===== src/rtl/gcd_pkg.sv =====
// Shared definitions for the sequential GCD engine: default operand width
// and the controller state encoding.
package gcd_pkg;

    localparam int GCD_WIDTH = 4;

    typedef logic [1:0] state_t;

    localparam state_t ST_IDLE = 2'd0;
    localparam state_t ST_CALC = 2'd1;
    localparam state_t ST_DONE = 2'd2;

endpackage


===== src/rtl/gcd_sub_step.sv =====
// One Euclid subtraction step: compares the two operands and produces the
// pair for the next iteration (larger minus smaller, the other unchanged).
module gcd_sub_step #(
    parameter int WIDTH = 4
) (
    input  logic [WIDTH-1:0] a,
    input  logic [WIDTH-1:0] b,
    output logic             a_gt_b,
    output logic             b_gt_a,
    output logic             a_eq_b,
    output logic [WIDTH-1:0] a_next,
    output logic [WIDTH-1:0] b_next
);

    always_comb begin
        a_gt_b = (a > b);
        b_gt_a = (b > a);
        a_eq_b = (a == b);
        // Only the larger operand is reduced, so no step can underflow.
        a_next = a_gt_b ? (a - b) : a;
        b_next = b_gt_a ? (b - a) : b;
    end

endmodule


===== src/rtl/gcd_seq_ctrl.sv =====
// Multi-cycle GCD engine: latches operands on start, performs one
// compare/subtract step per clock and reports the result with a done pulse.
module gcd_seq_ctrl
    import gcd_pkg::*;
#(
    parameter int WIDTH = GCD_WIDTH,
    parameter int CNT_W = WIDTH + 1
) (
    input  logic             clk,
    input  logic             rst,
    input  logic             start,
    input  logic [WIDTH-1:0] a_in,
    input  logic [WIDTH-1:0] b_in,
    output logic             busy,
    output logic             done,
    output logic [WIDTH-1:0] gcd_out,
    output logic [CNT_W-1:0] iter_cnt
);

    state_t           state_q, state_d;
    logic [WIDTH-1:0] a_q, a_d;
    logic [WIDTH-1:0] b_q, b_d;
    logic [CNT_W-1:0] cnt_q, cnt_d;
    logic [WIDTH-1:0] gcd_q, gcd_d;
    logic [CNT_W-1:0] iter_q, iter_d;

    logic             a_gt_b;
    logic             b_gt_a;
    logic             a_eq_b;
    logic [WIDTH-1:0] a_next;
    logic [WIDTH-1:0] b_next;

    gcd_sub_step #(
        .WIDTH (WIDTH)
    ) u_step (
        .a      (a_q),
        .b      (b_q),
        .a_gt_b (a_gt_b),
        .b_gt_a (b_gt_a),
        .a_eq_b (a_eq_b),
        .a_next (a_next),
        .b_next (b_next)
    );

    // Reset clears every register, including an operation in flight.
    always_ff @(posedge clk) begin
        if (rst) begin
            state_q <= ST_IDLE;
            a_q     <= '0;
            b_q     <= '0;
            cnt_q   <= '0;
            gcd_q   <= '0;
            iter_q  <= '0;
        end else begin
            state_q <= state_d;
            a_q     <= a_d;
            b_q     <= b_d;
            cnt_q   <= cnt_d;
            gcd_q   <= gcd_d;
            iter_q  <= iter_d;
        end
    end

    always_comb begin
        state_d = state_q;
        a_d     = a_q;
        b_d     = b_q;
        cnt_d   = cnt_q;
        gcd_d   = gcd_q;
        iter_d  = iter_q;
        unique case (state_q)
            ST_IDLE: begin
                if (start) begin
                    if ((a_in != '0) && (b_in != '0)) begin
                        a_d     = a_in;
                        b_d     = b_in;
                        cnt_d   = '0;
                        state_d = ST_CALC;
                    end else begin
                        // A zero operand short-circuits: gcd(x,0)=x, gcd(0,0)=0.
                        gcd_d   = a_in | b_in;
                        iter_d  = '0;
                        state_d = ST_DONE;
                    end
                end
            end
            ST_CALC: begin
                cnt_d = cnt_q + CNT_W'(1);
                if (a_eq_b) begin
                    gcd_d   = a_q;
                    iter_d  = cnt_q + CNT_W'(1);
                    state_d = ST_DONE;
                end else begin
                    a_d = a_next;
                    b_d = b_next;
                end
            end
            ST_DONE: begin
                state_d = ST_IDLE;
            end
            default: begin
                state_d = ST_IDLE;
            end
        endcase
    end

    // The unused encoding is treated as IDLE, so it never reports busy.
    always_comb begin
        busy = (state_q == ST_CALC) || (state_q == ST_DONE);
        done = (state_q == ST_DONE);
    end

    assign gcd_out  = gcd_q;
    assign iter_cnt = iter_q;

endmodule


===== config.mk =====
export PLATFORM = sky130hd
export DESIGN_NAME = gcd_seq_ctrl
export DESIGN_NICKNAME = d
export VERILOG_FILES = /design/src/rtl/gcd_pkg.sv /design/src/rtl/gcd_sub_step.sv /design/src/rtl/gcd_seq_ctrl.sv
export SDC_FILE = /design/constraint.sdc
export NUM_CORES = 1
export LEC_CHECK = 0
export CORE_MARGIN = 2
export CORE_UTILIZATION = 35
export CTS_BUF_LIST = sky130_fd_sc_hd__clkbuf_4 sky130_fd_sc_hd__clkbuf_8
export CTS_CLUSTER_SIZE = 40
export DETAILED_ROUTE_END_ITERATION = 16
export GPL_TIMING_DRIVEN = 0
export HOLD_SLACK_MARGIN = 0.05
export PLACE_DENSITY_LB_ADDON = 0.08
export SYNTH_ARGS = -nofsm -noshare
export SYNTH_HDL_FRONTEND = slang
export SYNTH_SLANG_ARGS = --single-unit
export TNS_END_PERCENT = 1

===== constraint.sdc =====
create_clock -name clk -period 1.7 [get_ports clk]
set_input_delay 0.255 -clock clk [delete_from_list [all_inputs] [get_ports clk]]
set_output_delay 0.255 -clock clk [all_outputs]
set_load 0.01 [all_outputs]

# [Word-level counts from Yosys, hierarchy flattened]
# Cells that the tools add are included.
[totals] input_bits=11 elab_cells=58 output_inout_bits=11 ff_bits=24
[op_classes] magnitude_cmp=2 addsub=3 reduce_logical=11 muxes=25 n_eq_ne=10 n_bitwise=1
[op_table] cell="4-bit 2-to-1 mux" n=11
[op_table] cell="5-bit 2-to-1 mux" n=5
[op_table] cell="4-bit case mux with 2 select lines" n=3
[op_table] cell="5-bit case mux with 2 select lines" n=2
[op_table] cell="2-bit != test (second input constant)" n=7
[op_table] cell="5-bit AND reduction" n=2
[op_table] cell="4-bit greater-than comparator" n=2
[op_table] cell="4-bit nonzero test" n=2
[op_table] cell="4-bit subtractor" n=2
[op_table] cell="2-bit 2-to-1 mux" n=3
[op_table] cell="5-bit by 1-bit adder with 5-bit output (second input constant)" n=1
[op_table] cell="4-bit == test" n=1
[op_table] cell="4-bit OR" n=1
[op_table] cell="2-bit case mux with 2 select lines" n=1
[op_table] cell="4-bit AND reduction" n=1
[op_table] cell="3-bit AND reduction" n=1
[op_table] cell="2-bit by 1-bit == test with 1-bit output (second input constant)" n=1
[op_table] cell="2-bit == test (second input constant)" n=1
[op_table] cell="2-bit logical NOT" n=1
[op_table] cell="2-bit AND reduction" n=1
[op_table] cell="2-bit nonzero test" n=1
[op_table] cell="1-bit logical AND" n=1
[op_table] cell="1-bit logical OR" n=1

# [Longest topological paths before layout]
[logic_depth] ltp_word=5 mapped_depth=8 ltp_nobuf=8

# [By module]
# A second synthesis with hierarchy kept.
[hier_totals] cells_unflattened=183 area_unflattened_um2=1602.8
[by_module_without_submodules] module="gcd_seq_ctrl" area_each_um2=1203.7 n_inst=1 seq_area_each_um2=480.5 cells_each=136
[by_module_without_submodules] module="gcd_sub_step" area_each_um2=399.1 n_inst=1 seq_area_each_um2=0.0 cells_each=47

# [Least setup slack after synthesis]
# Ideal clock, no wire load.
[synth_timing] kind="register to register" start="register a_q[2]" end="register a_q[0]" path_slack_ps=-178 stages_incl_launch_ff=8 period_less_slack_ps=1878 path_buffers=1 arrival_ps=1782 required_time_ps=1604 setup_time_ps=96 path_cell_list="dfxtp_1 -> inv_1 -> ha_1 -> buf_2 -> a21oi_1 -> o211a_1 -> or3_4 -> o41ai_2"
[synth_via] elab_chain_cells=3 elab_cells_between_ends=5 classes_between="1 x order compare; 3 x eq/ne; 1 x reduce/logical"
[synth_rtl] item="start: declaration" line_no="gcd_seq_ctrl.sv:21" rtl="logic [WIDTH-1:0] a_q, a_d;"
[synth_rtl] item="start signal: assignment" line_no="gcd_seq_ctrl.sv:49" rtl="a_q <= '0;"
[synth_rtl] item="start signal: assignment" line_no="gcd_seq_ctrl.sv:56" rtl="a_q <= a_d;"
[synth_rtl] item="4-bit greater-than comparator / 4-bit == test (equally long branches)" line_no="gcd_sub_step.sv:16, gcd_sub_step.sv:18"
[synth_rtl] item="2-bit != test (no source line)"
[synth_rtl] item="5-bit AND reduction (no source line) *"
# Mark *: on every way between the ends. The rest lies on a longest branch, timed or not.
# A chain may end at the register's enable or synchronous reset.

# [Final worst setup path]
[layout_timing] start="register a_q[0]" end="register a_q[0]"
[layout_via] elab_chain_cells=4 elab_cells_between_ends=9 classes_between="1 x add/sub; 1 x order compare; 3 x eq/ne; 3 x mux; 1 x reduce/logical"
[layout_rtl] item="4-bit subtractor" line_no="gcd_sub_step.sv:20" rtl="a_next = a_gt_b ? (a - b) : a;"
[layout_rtl] item="4-bit 2-to-1 mux" line_no="gcd_sub_step.sv:20"
[layout_rtl] item="4-bit 2-to-1 mux" line_no="gcd_seq_ctrl.sv:89" rtl="if (a_eq_b) begin"
[layout_rtl] item="4-bit case mux with 2 select lines" line_no="gcd_seq_ctrl.sv:71" rtl="unique case (state_q)"
# Parallel ways exist; a longest one is shown, timed or not. The select of a mux whose other input is x is not followed.

==> reports/metrics.cfg <==
[synth]
ys_types=51
synth_area_per_cell_um2=8.627
syn_inst=190
ys_top_cells_by_count=dfxtp_1, inv_1, nand2_1
yosysTopAreaCell=dfxtp_1
yosysWarnings=0
ys.flop_type=dfxtp_1
synth.most_common_cell=dfxtp_1
yosysSeqAreaShare=0.2931
async_reset_ff_frac=0
synth-seq-cells=24
yosys.area.top_type_share=0.2931
syn-cell-area_mm2=0.001639
synth_edf_count=0
synth_area_leaders=dfxtp_1, ha_1, mux2i_1
synth_nets=215

[setup_path]
crit_path_end_kind=register
crit_buf_inv=3
slowest_stage=dfxtp_2
crit_arrival_ns=2.02
critPathMaxFanout=3
cp_top_family=compound AO/OA/AOI/OAI gates
cpMostUsedCell=inv_2
crit_chain=inv_2 > ha_4 > inv_2 > fa_2 > a21oi_2 > o211a_1 > buf_4 > o311ai_2 > o41ai_2
reg2reg_to=a_q[0]
crit_path_start_kind=register
cp.depth=9
crit_required_ns=1.85
r2r_start=a_q[0]
worstSetupPathType=register to register
r2r_slack_ns=-0.17
rr_worst_depth=9
cpPeakStageDelay_ns=0.35

[final_layout]
fin_util=0.5321
drive_gt1_frac=0.3216
diodes=0
nets=253
syn2layout_area_growth_pct=44.27

[status]
violations=setup timing
outcome=finished, violations left

[floorplan]
core_mm2=0.004444
rows=24
die_x_um=72.43
start_util=0.3688
dieHeight_um=72.43
die_area_mm2=0.005246
num_io_pins=22

[global_route]
grt_max_degree=15
antenna_found_initial=0
grt_pass1_wl_mm=8.424
grt_overflow=0
grt_util_all_layers=0.2050
grt_pass1_vias=1720

[hold_path]
min_path_cells=3
min_from=a_in[0]
hold_end=a_q[0]
hold_path.class=primary input to register

[clocking]
clk_path_buf_depth=2
cts_tree=built
cts_buffers=3
path_clk_slew_ns=0.09
clock_sinks=24
htreeDepth=1
cts_root_buffer=clkbuf_8
clock_latency_ns=0.28

[routing]
drt_iter0_drc=126
routed_via_density=5.943
via_count=1658
wire_per_inst_um=18.25
drcViolationCount=0
firstDrtPassIters=4
routed_wl_mm=5.092
ant_nets=0

[pwr]
power.internal_mw=2.430
combinationalPowerShare=0.671
ir_worst_vdd_mv=0.8738
p_clk_frac=0.124
power_switching_mw=1.882
switching_share=0.4365
p_leak_nw=0.9521
power.total_mw=4.312
pwr-share-seq=0.205
cellPowerDensity_mw_per_mm2=1823

[timing]
setup_ws_ns=-0.1732
setup_viol=7
post-route-period-util=1.102
post-route-min-period_ns=1.873
rsz0062_at_grt=yes
timing.fmax_ghz=0.5338
max-slew-margin-rel=0.5541
worst_slew_pin_slew_ns=0.6689
finalHoldViolations=0
slew_viol_final=0
skew_ns=0.004308

[placement]
place.gp.congestion=0.8782
dp_hpwl_mm=3.457
port_buffers=21

[flow_run]
cap_violations=0

worst register-to-register path, stage by stage (launching register included):
cell and delay (ns):
dfxtp_2 0.35, inv_2 0.05, ha_4 0.15, inv_2 0.05
fa_2 0.22, a21oi_2 0.06, o211a_1 0.26, buf_4 0.17
o311ai_2 0.32, o41ai_2 0.12
logic make-up (layout without fill, tap and decap cells):
group	count (synthesis)	in the layout	synth area share
AND/OR/NAND/NOR	61	61	0.2084
AO/OA/AOI/OAI	49	49	0.2221
buffers and inverters	25	62	0.05953
flip-flops	24	24	0.2931
adder cells (fa/ha/maj)	14	14	0.1160
multiplexers	12	12	0.07405
XOR/XNOR	5	5	0.02672
layout by cell type, fill, tap and decap left out, drive strengths merged, types with 4 or more instances in the layout:
cell type / instances
a211o: 4
a21oi: 9
buf: 16
clkbuf: 8
clkdlybuf4s50: 12
dfxtp: 24
dlygate4sd2: 4
dlymetal6s2s: 5
ha: 12
inv: 15
mux2i: 11
nand2: 15
nand3: 5
nand4: 6
nor2: 5
nor2b: 4
nor3: 5
o21ai: 10
o31ai: 4
or4: 4
xnor2: 4
cell type report:
class                           count  area, um^2
Buffer                              9       71.32
Inverter                           16       62.56
Tap cell                           52       65.06
Fill cell                         404        2079
Sequential cell                    24       495.5
Clock inverter                      1       30.03
Multi-Input combinational cell    141        1291
Timing Repair Buffer               33       307.8
Clock buffer                        3       41.29
flip-flops by register name, indices dropped and copies added, names as in the netlist:
name      cells
a_q           4
b_q           4
cnt_q         5
gcd_out       4
iter_cnt      5
state_q       2
worst max-delay path by stage:
stage,from,end
floorplan,a_q[3],a_q[0]
global placement,b_in[1],a_q[3]
detailed placement,b_in[1],a_q[3]
CTS,a_q[0],a_q[0]
global route,a_q[0],a_q[0]
finish,a_q[0],a_q[0]
power by group through the flow:
stage	sequential (mW)	combinational (mW)	clock, mW
floorplan	0.862	1.65	0
global placement	0.866	2.19	0
detailed placement	0.877	2.23	0
CTS	0.867	2.64	0.531
global route	0.908	3.12	0.565
finish	0.885	2.89	0.534
per-stage QoR:
step | TNS (ns) | cells | hold slack (ns) | cell area, um^2 | setup slack, ns
global placement | -10.20 | 263 | 0.4444 | 1998 | -0.5806
global route | -1.214 | 279 | 0.4047 | 2365 | -0.2207
CTS | -1.007 | 278 | 0.4722 | 2258 | -0.1235
floorplan | -0.0009273 | 190 | 0.4303 | 1723 | -0.0004752
detailed placement | -10.61 | 263 | 0.4529 | 1998 | -0.5983
finish | -0.5559 | 279 | 0.3805 | 2365 | -0.1732
what timing repair did:
action,CTS,global route
resized for setup,33,24
setup endpoints to repair,25,25
endpoints found under the hold margin,0,0
buffers inserted,11,1
hold buffers,0,0
pin swaps,7,6
layer usage:
layer | global-route usage | routed length (um)
met1 | 0.2719 | 2268
met2 | 0.3466 | 2423
met3 | 0.02500 | 292
met4 | 0.06584 | 108
met5 | 0 | 0
(Power assumes the default switching activity.)
